--- config.mk ---
export PLATFORM = sky130hd
export DESIGN_NAME = matmul_host_sequencer
export DESIGN_NICKNAME = d
export VERILOG_FILES = /design/src/rtl/matmul_host_sequencer_pkg.sv /design/src/rtl/matmul_out_skid.sv /design/src/rtl/matmul_host_sequencer.sv
export SDC_FILE = /design/constraint.sdc
export NUM_CORES = 2
export LEC_CHECK = 0
export BUFFER_PORTS_ARGS = -buffer_cell sky130_fd_sc_hd__clkbuf_2
export CORE_AREA = 5 5 512 514
export CTS_CLUSTER_SIZE = 30
export DETAILED_ROUTE_END_ITERATION = 8
export DIE_AREA = 0 0 517 519
export PLACE_DENSITY_LB_ADDON = 0.1
export SLEW_MARGIN = 25
export SYNTH_ARGS = -nofsm -noshare
export SYNTH_HDL_FRONTEND = slang
export SYNTH_SLANG_ARGS = --single-unit
--- constraint.sdc ---
create_clock -name clk -period 25 [get_ports clk]
set_input_delay 0 -clock clk [delete_from_list [all_inputs] [get_ports clk]]
set_output_delay 0 -clock clk [all_outputs]
set_load 0.03 [all_outputs]
--- src/rtl/matmul_host_sequencer_pkg.sv ---
// rtl/matmul_host_sequencer_pkg.sv - shared FSM encoding and default sizing for the host sequencer
package matmul_host_sequencer_pkg;

  typedef enum logic [1:0] {
    ST_IDLE    = 2'd0,
    ST_COMPUTE = 2'd1,
    ST_DRAIN   = 2'd2,
    ST_FLUSH   = 2'd3
  } state_e;

  localparam int DEF_DWIDTH          = 16;
  localparam int DEF_AWIDTH          = 7;
  localparam int DEF_BB_MAT_MUL_SIZE = 16;
  localparam int DEF_NUM_TILES       = 2;
  localparam int DEF_C_DEPTH         = 16;
  localparam int BANK_W              = 3;

endpackage

--- src/rtl/matmul_out_skid.sv ---
// rtl/matmul_out_skid.sv - 2-entry output buffer with valid/ready on both sides
module matmul_out_skid #(
  parameter int WIDTH = 8
) (
  input  logic             clk,
  input  logic             reset,
  input  logic             in_valid_i,
  output logic             in_ready_o,
  input  logic [WIDTH-1:0] in_data_i,
  output logic             out_valid_o,
  input  logic             out_ready_i,
  output logic [WIDTH-1:0] out_data_o,
  output logic [1:0]       count_o
);

  logic [WIDTH-1:0] mem_q [2];
  logic             wr_ptr_q;
  logic             rd_ptr_q;
  logic [1:0]       count_q;
  logic             push;
  logic             pop;

  // A full buffer still accepts when its head leaves in the same cycle.
  assign in_ready_o  = (count_q != 2'd2) || out_ready_i;
  assign out_valid_o = (count_q != 2'd0);
  assign out_data_o  = mem_q[rd_ptr_q];
  assign count_o     = count_q;
  assign push        = in_valid_i && in_ready_o;
  assign pop         = out_valid_o && out_ready_i;

  always_ff @(posedge clk or posedge reset) begin
    if (reset) begin
      mem_q[0] <= '0;
      mem_q[1] <= '0;
      wr_ptr_q <= 1'b0;
      rd_ptr_q <= 1'b0;
      count_q  <= 2'd0;
    end else begin
      if (push) begin
        mem_q[wr_ptr_q] <= in_data_i;
        wr_ptr_q        <= ~wr_ptr_q;
      end
      if (pop) begin
        rd_ptr_q <= ~rd_ptr_q;
      end
      count_q <= count_q + 2'(push) - 2'(pop);
    end
  end

endmodule

--- src/rtl/matmul_host_sequencer.sv ---
// rtl/matmul_host_sequencer.sv - host write path, compute handshake and C-bank drain sequencer
module matmul_host_sequencer
  import matmul_host_sequencer_pkg::*;
#(
  parameter int DWIDTH          = DEF_DWIDTH,
  parameter int AWIDTH          = DEF_AWIDTH,
  parameter int BB_MAT_MUL_SIZE = DEF_BB_MAT_MUL_SIZE,
  parameter int NUM_TILES       = DEF_NUM_TILES,
  parameter int C_DEPTH         = DEF_C_DEPTH
) (
  input  logic                                    clk,
  input  logic                                    reset,
  input  logic                                    host_wr_valid,
  output logic                                    host_wr_ready,
  input  logic                                    host_wr_mat,
  input  logic [BANK_W-1:0]                       host_wr_bank,
  input  logic [AWIDTH-1:0]                       host_wr_addr,
  input  logic [BB_MAT_MUL_SIZE*DWIDTH-1:0]       host_wr_data,
  input  logic                                    start,
  output logic                                    busy,
  output logic                                    start_mat_mul,
  input  logic                                    done_mat_mul,
  output logic [NUM_TILES-1:0]                    a_we,
  output logic [NUM_TILES-1:0]                    b_we,
  output logic [AWIDTH-1:0]                       mem_addr,
  output logic [BB_MAT_MUL_SIZE*DWIDTH-1:0]       mem_wdata,
  output logic [AWIDTH-1:0]                       c_addr,
  input  logic [NUM_TILES*BB_MAT_MUL_SIZE*DWIDTH-1:0] c_q,
  output logic                                    out_valid,
  input  logic                                    out_ready,
  output logic [BB_MAT_MUL_SIZE*DWIDTH-1:0]       out_data,
  output logic                                    out_last,
  output logic                                    error
);

  localparam int                WORD_W    = BB_MAT_MUL_SIZE * DWIDTH;
  localparam logic [AWIDTH-1:0] LAST_ADDR = AWIDTH'(C_DEPTH - 1);
  localparam logic [BANK_W-1:0] LAST_BANK = BANK_W'(NUM_TILES - 1);

  state_e               state_q;
  logic [NUM_TILES-1:0] a_we_q;
  logic [NUM_TILES-1:0] b_we_q;
  logic [AWIDTH-1:0]    mem_addr_q;
  logic [WORD_W-1:0]    mem_wdata_q;
  logic                 start_mat_mul_q;
  logic                 error_q;
  logic [AWIDTH-1:0]    addr_q;
  logic [BANK_W-1:0]    bank_q;
  logic                 issued_all_q;
  logic                 inflight_q;
  logic [BANK_W-1:0]    infl_bank_q;
  logic                 infl_last_q;

  logic                 wr_fire;
  logic                 final_word;
  logic                 issue;
  logic                 skid_in_ready;
  logic                 skid_pop;
  logic [1:0]           skid_count;
  logic [WORD_W:0]      skid_in_data;
  logic [WORD_W:0]      skid_out_data;

  assign host_wr_ready = (state_q == ST_IDLE);
  assign busy          = (state_q != ST_IDLE);
  assign start_mat_mul = start_mat_mul_q;
  assign a_we          = a_we_q;
  assign b_we          = b_we_q;
  assign mem_addr      = mem_addr_q;
  assign mem_wdata     = mem_wdata_q;
  assign c_addr        = addr_q;
  assign error         = error_q;
  assign out_data      = skid_out_data[WORD_W-1:0];
  assign out_last      = skid_out_data[WORD_W];

  assign wr_fire    = host_wr_valid && host_wr_ready;
  assign final_word = (bank_q == LAST_BANK) && (addr_q == LAST_ADDR);
  assign skid_pop   = out_valid && out_ready;

  // Words already buffered plus the one returning from the BRAM must fit in two slots.
  assign issue = (state_q == ST_DRAIN) && !issued_all_q && skid_in_ready &&
                 ((int'(skid_count) + int'(inflight_q) - int'(skid_pop)) < 2);

  assign skid_in_data = {infl_last_q, c_q[int'(infl_bank_q)*WORD_W +: WORD_W]};

  always_ff @(posedge clk or posedge reset) begin
    if (reset) begin
      state_q         <= ST_IDLE;
      a_we_q          <= '0;
      b_we_q          <= '0;
      mem_addr_q      <= '0;
      mem_wdata_q     <= '0;
      start_mat_mul_q <= 1'b0;
      error_q         <= 1'b0;
      addr_q          <= '0;
      bank_q          <= '0;
      issued_all_q    <= 1'b0;
      inflight_q      <= 1'b0;
      infl_bank_q     <= '0;
      infl_last_q     <= 1'b0;
    end else begin
      a_we_q     <= '0;
      b_we_q     <= '0;
      inflight_q <= issue;

      if (wr_fire) begin
        if (int'(host_wr_bank) < NUM_TILES) begin
          mem_addr_q  <= host_wr_addr;
          mem_wdata_q <= host_wr_data;
          if (host_wr_mat) b_we_q <= NUM_TILES'(1) << host_wr_bank;
          else             a_we_q <= NUM_TILES'(1) << host_wr_bank;
        end else begin
          error_q <= 1'b1;
        end
      end

      if (start && busy) error_q <= 1'b1;

      if (issue) begin
        infl_bank_q <= bank_q;
        infl_last_q <= final_word;
        if (final_word) begin
          issued_all_q <= 1'b1;
        end else if (addr_q == LAST_ADDR) begin
          addr_q <= '0;
          bank_q <= bank_q + BANK_W'(1);
        end else begin
          addr_q <= addr_q + AWIDTH'(1);
        end
      end

      case (state_q)
        ST_IDLE: if (start) begin
          state_q         <= ST_COMPUTE;
          start_mat_mul_q <= 1'b1;
        end
        ST_COMPUTE: if (done_mat_mul) begin
          state_q         <= ST_DRAIN;
          start_mat_mul_q <= 1'b0;
        end
        ST_DRAIN: if (skid_pop && out_last) begin
          state_q <= ST_FLUSH;
        end
        ST_FLUSH: begin
          state_q      <= ST_IDLE;
          addr_q       <= '0;
          bank_q       <= '0;
          issued_all_q <= 1'b0;
        end
        default: state_q <= ST_IDLE;
      endcase
    end
  end

  matmul_out_skid #(
    .WIDTH(WORD_W + 1)
  ) u_out_skid (
    .clk        (clk),
    .reset      (reset),
    .in_valid_i (inflight_q),
    .in_ready_o (skid_in_ready),
    .in_data_i  (skid_in_data),
    .out_valid_o(out_valid),
    .out_ready_i(out_ready),
    .out_data_o (skid_out_data),
    .count_o    (skid_count)
  );

endmodule

==> metrics.txt <==
status=complete, no violations; Die Wd=517 um; kind of start point of the critical path=flip-flop; cell count after placement=7213; number of flops mapped to enable cells by yosys=0; final instance area=about 62000 um^2; most frequent cells in the layout=clkbuf_2 (1320), dlygate4sd3_1 (1047), mux2_2 (1036); die outline area=~270000 um^2; IO Pins=around 1300; setup violators final=0; H-tree depth=3; final period utilization=0.1851; VDD IR-drop max=69.82 uV; synth top area cells=dfrtp_1 (55%), mux2_2 (32%), mux2i_1 (6.9%); GPL Wtd Cong=roughly 0.74; # rows=between 150 and 200; Synthesized Nets=between 3000 and 4000; clk_skew=0.04202 ns; Cell Area, Placed=47250 um^2; min Tclk post-route=around 4.6 ns; Area Growth Syn to Fin=66.68%; post-synth top area cell=dfrtp_1; Non-Filler Instances=about 8500; Max Slew Vio Count=0; pin count of the biggest net entering global routing=129; top-area cell type share of the netlist area=0.5456; #FFs+latches synth=between 800 and 900; Worst slew margin=0.3349; CTS tree=built; MaxCap Viol Count=0; Cell Area, Synth=roughly 37000 um^2; WL/cell=about 21 um; CTS root buf=clkbuf_16; number of global-route vias before repair=approximately 34000; Via Count=30440; RSZ-0062 raised after global routing=false; Worst Path Class, Setup=reg -> reg; synth warn=0; Required @ worst endpoint=roughly 26 ns; Seq/Total Area, Yosys=0.5456; clk sinks=between 800 and 900; cts hold-fix bufs=~1000; Die Y=about 520 um; number of buffers created by CTS=110; Post-Route Setup TNS=0 ns; port buffer count=approximately 1300; Power per Cell Area=~120 nW/um^2; Hold Vio Cnt, Final=0; Initial DRC Count=754; clock buffer depth=3; drt pass-1 iters=4; ANT nets after route=0; Tot GR Track Use=0.1301; Min-Delay Path Class=in -> reg; syn avg cell area=approximately 14 um^2; Worst-Margin Slew=0.9976 ns; post-CTS sizing=0; initial core utilization=0.1440; critical path arrival=around 5.2 ns; Mapped Cells=2637; Residual DRC=0; # Post-CTS Setup Buffers=0; Reg clk slew, reported paths=~0.050 ns; most common cell after layout, fill and taps aside=clkbuf_2; antenna violations before repair=between 80 and 90; Main synth FF type=dfrtp_1; grt ovf=0; CORE AREA=256500 um^2; Vias/cell=~3.6; Netlist cell types=35; CP Capture Type=flip-flop; Leakage=around 0.027 uW; Crit Path Max Fanout=49; DRT Wirelength=between 150000 and 200000 um; first-pass GRT wire length=approximately 250000 um; Net count, final=a little under 6000; Synth async-reset ratio=1.000; layout cells sized above 1=0.5087; Detail Placement HPWL=between 100000 and 150000 um; Max Clk Rate=approximately 220 MHz; Skew-Pair Late Insertion Delay=0.73 ns
==> area by class of cell <==
type | instances | area (um^2)
fillers | 27610 | 194900
flip-flops and latches | 805 | 20150
repair buffers | 2413 | 17440
multi-input cells | 1645 | 15850
well taps | 3384 | 4234
clock buffers | 168 | 3241
clock inverters | 32 | 446.7
diodes | 50 | 125.1
inverters | 13 | 61.31
==> sequential cells by signal, summed over array words and instances (netlist names), 2 cells and up <==
name                flops
c_addr                  7
a_we                    2
mem_wdata             256
u_out_skid.count_o      2
bank_q                  3
u_out_skid.mem_q      514
mem_addr                7
b_we                    2
infl_bank_q             3
state_q                 2
==> synthesized netlist by cell type, types with 3 or more instances <==
master and number:
a21oi_1 11, buf_1 7, buf_2 62, buf_4 6
buf_6 20, clkbuf_1 79, dfrtp_1 805, ha_1 10
inv_1 13, mux2_2 1036, mux2i_1 256, nand2_1 15
nand2b_1 3, nand3_1 5, nor2_1 264, nor2b_1 4
o21ai_0 9, or3_1 5, or4_1 3, xor2_1 3
==> critical path, stage by stage (launching register included) <==
cell and delay [ns]:
dfrtp_1 0.40, nor3b_1 0.73, nand2b_1 0.31, inv_1 0.13, nand2_4 0.34, buf_4 0.66
buf_4 0.75, buf_4 0.62, mux2_2 0.40
==> layer usage <==
metal / routed length [um] / global-route usage / vias up
li1: - / - / 14160
met1: 70840 / 0.1468 / 15090
met2: 92500 / 0.2380 / 928
met3: 13140 / 0.03867 / 210
met4: 3720 / 0.03211 / 50
met5: 303 / 0 / -
==> power breakdown <==
part	internal, uW	total [uW]	switching (uW)	leakage (uW)
Sequential	1950	2270	317	0.00974
Clock	953	1610	660	0.00179
Combinational	1460	3800	2340	0.0158
Total	4370	7680	3310	0.0273
==> kinds of logic (layout without fill, tap and decap cells) <==
group,count (synthesis),after routing,share of synthesized area
mux,1292,1292,0.3854
flops,805,805,0.5456
buf+inv,187,2626,0.02579
simple gates,312,312,0.03423
other cells,0,50,0
compound gates,25,25,0.003897
xor+xnor,5,5,0.001186
fa+ha+maj,11,11,0.003931
==> metrics by stage <==
stage | setup slack, ns | power [uW] | utilization | hold WS, ns
floorplan | 2.393 | 4648 | - | 0.06548
global route | 19.87 | 8133 | 0.2398 | 0.03846
CTS | 19.97 | 7915 | 0.2395 | 0.0007063
global placement | 20.11 | 6015 | 0.1842 | 0.2316
finish | 20.37 | 7678 | 0.2400 | 0.05300
detailed placement | 20.01 | 6035 | 0.1842 | 0.2350
==> final timing paths <==
check,startpoint,to,slack [ns],depth (start not counted)
max reg2reg,u_out_skid.count_o[1]$_DFF_PP0_,u_out_skid.mem_q[202]$_DFFE_PP0P_,20.37,8
max in group asynchronous,reset,u_out_skid.mem_q[318]$_DFFE_PP0P_,21.17,8
min,c_q[167],u_out_skid.mem_q[167]$_DFFE_PP0P_,0.05,4
max,u_out_skid.count_o[1]$_DFF_PP0_,u_out_skid.mem_q[202]$_DFFE_PP0P_,20.37,8
min reg2reg,infl_bank_q[2]$_DFFE_PP0P_,infl_bank_q[2]$_DFFE_PP0P_,0.48,2
min in group asynchronous,reset,u_out_skid.mem_q[492]$_DFFE_PP0P_,0.55,4
Note: power is estimated with default switching activity, not from simulation.
